## config.mk

```make
export PLATFORM = sky130hd
export DESIGN_NAME = rc_adder32
export DESIGN_NICKNAME = d
export VERILOG_FILES = /design/src/rtl/rc_adder_pkg.sv /design/src/rtl/full_adder.sv /design/src/rtl/rc_adder32.sv
export SDC_FILE = /design/constraint.sdc
export NUM_CORES = 1
export LEC_CHECK = 0
export ABC_AREA = 0
export CORE_AREA = 4 4 74 76
export CTS_CLUSTER_DIAMETER = 80
export DETAILED_ROUTE_END_ITERATION = 16
export DIE_AREA = 0 0 78 80
export MAX_ROUTING_LAYER = met4
export PLACE_DENSITY = 0.84
export SYNTH_ARGS = -nofsm -noshare
export SYNTH_HDL_FRONTEND = slang
export SYNTH_HIERARCHICAL = 1
export SYNTH_SLANG_ARGS = --single-unit
export TNS_END_PERCENT = 1
```

## constraint.sdc

```tcl
create_clock -name clk -period 1.5 [get_ports clk]
set_clock_uncertainty 0.2 [all_clocks]
set_input_delay 0.3 -clock clk [delete_from_list [all_inputs] [get_ports clk]]
set_output_delay 0.3 -clock clk [all_outputs]
set_load 0.05 [all_outputs]
```

## src/rtl/rc_adder_pkg.sv

```systemverilog
// Shared definitions for the rc_adder32 ripple-carry adder slice.
package rc_adder_pkg;

  localparam int RC_WIDTH_DEFAULT = 32;

  typedef logic [31:0] word_t;

endpackage : rc_adder_pkg

```

## src/rtl/full_adder.sv

```systemverilog
// One-bit full-adder cell; replicated and chained to form the ripple carry path.
module full_adder
  import rc_adder_pkg::*;
(
  input  logic a,
  input  logic b,
  input  logic cin,
  output logic s,
  output logic cout
);

  logic w_p;

  assign w_p  = a ^ b;
  assign s    = w_p ^ cin;
  assign cout = (a & b) | (cin & w_p);

endmodule : full_adder

```

## src/rtl/rc_adder32.sv

```systemverilog
// Registered ripple-carry adder: Sum/cOut = A + B + cIn with one cycle of latency.
// Define RC_ADDER_OVF_EN to add the registered signed-overflow output ovf.
module rc_adder32
  import rc_adder_pkg::*;
#(
  parameter int WIDTH = RC_WIDTH_DEFAULT
) (
  input  logic             clk,
  input  logic             rst_n,
  input  logic             in_valid,
  input  logic [WIDTH-1:0] A,
  input  logic [WIDTH-1:0] B,
  input  logic             cIn,
  output logic [WIDTH-1:0] Sum,
  output logic             cOut,
  output logic             out_valid
`ifdef RC_ADDER_OVF_EN
  ,
  output logic             ovf
`endif
);

  logic [WIDTH:0]   w_c;
  logic [WIDTH-1:0] w_s;

  logic [WIDTH-1:0] r_sum_p1;
  logic             r_cout_p1;
  logic             r_vld_p1;

  assign w_c[0] = cIn;

  // Stage 0: pure ripple chain, carry flows bit 0 -> bit WIDTH-1
  for (genvar gi = 0; gi < WIDTH; gi++) begin : g_bit
    full_adder u_fa (
      .a    (A[gi]),
      .b    (B[gi]),
      .cin  (w_c[gi]),
      .s    (w_s[gi]),
      .cout (w_c[gi+1])
    );
  end

  // Stage 1: output registers; data loads only on in_valid so idle inputs cannot disturb it
  always_ff @(posedge clk or negedge rst_n) begin
    if (!rst_n) begin
      r_sum_p1  <= '0;
      r_cout_p1 <= 1'b0;
      r_vld_p1  <= 1'b0;
    end else begin
      r_vld_p1 <= in_valid;
      if (in_valid) begin
        r_sum_p1  <= w_s;
        r_cout_p1 <= w_c[WIDTH];
      end
    end
  end

  assign Sum       = r_sum_p1;
  assign cOut      = r_cout_p1;
  assign out_valid = r_vld_p1;

`ifdef RC_ADDER_OVF_EN
  logic r_ovf_p1;

  always_ff @(posedge clk or negedge rst_n) begin
    if (!rst_n) begin
      r_ovf_p1 <= 1'b0;
    end else if (in_valid) begin
      r_ovf_p1 <= w_c[WIDTH] ^ w_c[WIDTH-1];
    end
  end

  assign ovf = r_ovf_p1;
`endif

endmodule : rc_adder32

```

==> flow_summary.toml <==
[floorplan]
rows = 25
die_x_um = 78
start_util_pct = 43.3
io_pins = 102
core_sq_um = 4720
die_y_um = 80
dieArea_sq_um = 6240

[synth]
synth_top_area_share_pct = 41.6
synth_edf_count = 0
postSynthCellCount = 103
yosysMostFrequentCell = "dfrtp_1"
yosys.area.top_type = "dfrtp_1"
ys_seq_elements = 34
synth_area_leaders = "dfrtp_1 (42%), fa_1 (31%), mux2_4 (22%)"
synth_nets = 203
netlist_area_sq_um = 2050
async_reset_ff_share_pct = 100
postSynthAreaPerCell_sq_um = 19.9
synth_common_cells = "dfrtp_1 (34), fa_1 (32), mux2_4 (30)"
synth_flop_cell = "dfrtp_1"
yosysWarningCount = 6
yosysSeqAreaShare_pct = 41.6
synth.distinct_cells = 6

[timing]
setup_viol = 32
max-slew-margin-rel_pct = 87.5
hold_viol_final = 0
tightest_slew_ps = 187
min_period_ps = 12000
grt_setup_unrepaired = "true"
finalCritPeriodShare_pct = 800
max_freq_ghz = 0.0833
setup_ws_ps = -10500
maxSlewViolCount = 0
tns_ps = -173050

[placement]
portBuffers = 101
hpwl_mm = 4.42
dp_worst_setup_slack_ps = -11270
place_area_sq_um = 3540
gp_congestion = 0.736

[worst_setup_path]
critPathKind = "in -> reg"
ff2ff_path_depth = 1
worstReg2RegEnd = "Sum[31]$_DFFE_PN0P_"
reg2reg_from = "Sum[31]$_DFFE_PN0P_"
critPathCaptureType = "flop"
crit_top_cell = "fa_2"
cp-start-kind = "primary input"
r2r_slack_ps = 460
cpLargestDelayFamily = "adder cells"
cpPeakStageDelay_ps = 410
required_ps = 1470
path_buf_inv = 1
slowest_stage = "fa_2"
path_max_fanout = 1
cp.arrival_ps = 11970

[power]
powerDensity_nw_per_um2 = 1290
ir_worst_vdd_mv = 0.665
p_leak_nw = 1.54

[global_route]
grt_start_max_net_pins = 35
overflow = 0
grt_first_pass_wirelength_mm = 8.14
grt_pass1_vias = 1602
antenna_found_initial = 0
track_usage_pct = 18.2

[drt]
viasPerCell = 4.69
drt_first_pass_iters = 4
detail-route-antenna-nets = 0
wl_per_cell_um = 18.6
wl_mm = 5.18
drc = 0
vias = 1303
drt_iter0_drc = 19

[clock_tree]
cts_num_sinks = 34
cts-root-buf = "clkbuf_8"
htreeDepth = 2
clockBufferDepth = 2
cts_made_buffers = 5
clkLatencyLatePin_ps = 280
tritoncts = "built"
cts_hold_buf = 0
path_clk_slew_ps = 70

[final_layout]
antenna_cells = 0
design_area_sq_um = 3640
finalNetCount = 310
fillers = 272
drive_gt1_share_pct = 53.6
area.growth.synth_to_final_pct = 77.7

[worst_hold_path]
whs_endpoint = "out_valid$_DFF_PN0_"
hold_class = "in -> reg"
hp-start = "in_valid"
hold_depth = 2

[run_status]
status = "finished, violations left"
violations = "negative setup slack"

[run]
drv_cap = 0
## metrics by stage
stage	utilization [%]	hold slack (ps)	power, W	cells
final	77.0	173	0.00469	278
after global routing	77.0	167	0.00489	278
after CTS	77.0	161	0.00475	278
after detailed placement	75.0	363	0.00403	270
after global placement	75.0	359	0.00394	270
after floorplan	-	-196	0.00257	103
## layout make-up
| type | count | area (sq um) | area share [%] |
|---|---|---|---|
| Timing Repair Buffer | 104 | 1400 | 38.4 |
| Multi-Input combinational cell | 65 | 1220 | 33.4 |
| Sequential cell | 34 | 851 | 23.4 |
| Clock buffer | 7 | 86.3 | 2.37 |
| Tap cell | 67 | 83.8 | 2.30 |
| Clock inverter | 1 | 5.00 | 0.138 |
## sequential cells by signal, summed over array words and instances (netlist names)
signal,count
out_valid,1
Sum,32
cOut,1
## power by group
| group | switching (W) | leakage, nW | internal (W) |
|---|---|---|---|
| combinational | 0.00118 | 1.09 | 0.00141 |
| sequential | 0.000260 | 0.398 | 0.00114 |
| clock | 0.000327 | 0.0482 | 0.000370 |
## worst max-delay path by stage
| stage | startpoint | to | slack, ps | depth (start not counted) |
|---|---|---|---|---|
| 2_1_floorplan | A[0] | Sum[31]$_DFFE_PN0P_ | -10380 | 33 |
| 3_3_place_gp | A[0] | Sum[31]$_DFFE_PN0P_ | -11050 | 34 |
| 3_5_place_dp | A[0] | Sum[31]$_DFFE_PN0P_ | -11270 | 34 |
| 4_1_cts | cIn | Sum[31]$_DFFE_PN0P_ | -10540 | 34 |
| 5_1_grt | cIn | Sum[31]$_DFFE_PN0P_ | -10690 | 34 |
| 6_report | cIn | Sum[31]$_DFFE_PN0P_ | -10500 | 34 |
## placed cells by master, fill, tap and decap left out
cell and n:
clkinv_2 1, fa_2 32, buf_6 1, dlygate4sd2_1 2
clkbuf_8 6, buf_12 37, mux2_4 33, clkbuf_1 1
dfrtp_1 34, clkdlybuf4s50_1 61, buf_2 3
## kinds of logic (layout without fill, tap and decap cells)
kind of cell | Yosys count | count (layout) | share of synthesized area (%)
adder cells (fa/ha/maj) | 32 | 32 | 31.3
multiplexers | 33 | 33 | 23.7
flip-flops | 34 | 34 | 41.6
buffers and inverters | 4 | 112 | 3.48
## timing repair
item	in CTS	in global routing
setup endpoints to repair	33	32
pin swaps	2	0
cloned	0	0
setup buffers	0	0
resized for setup	19	0
## per-layer routing
layer / routed length (um) / GRT usage, % / part of all wire [%] / up-vias
met2: 2770 / 31.8 / 54 / 80
met4: 140 / 7.69 / 2.7 / 0
met5: 0 / - / 0 / -
met3: 489 / 6.43 / 9.4 / 13
li1: - / - / - / 555
met1: 1770 / 18.6 / 34 / 655
Power figures use the tool's default switching activity.
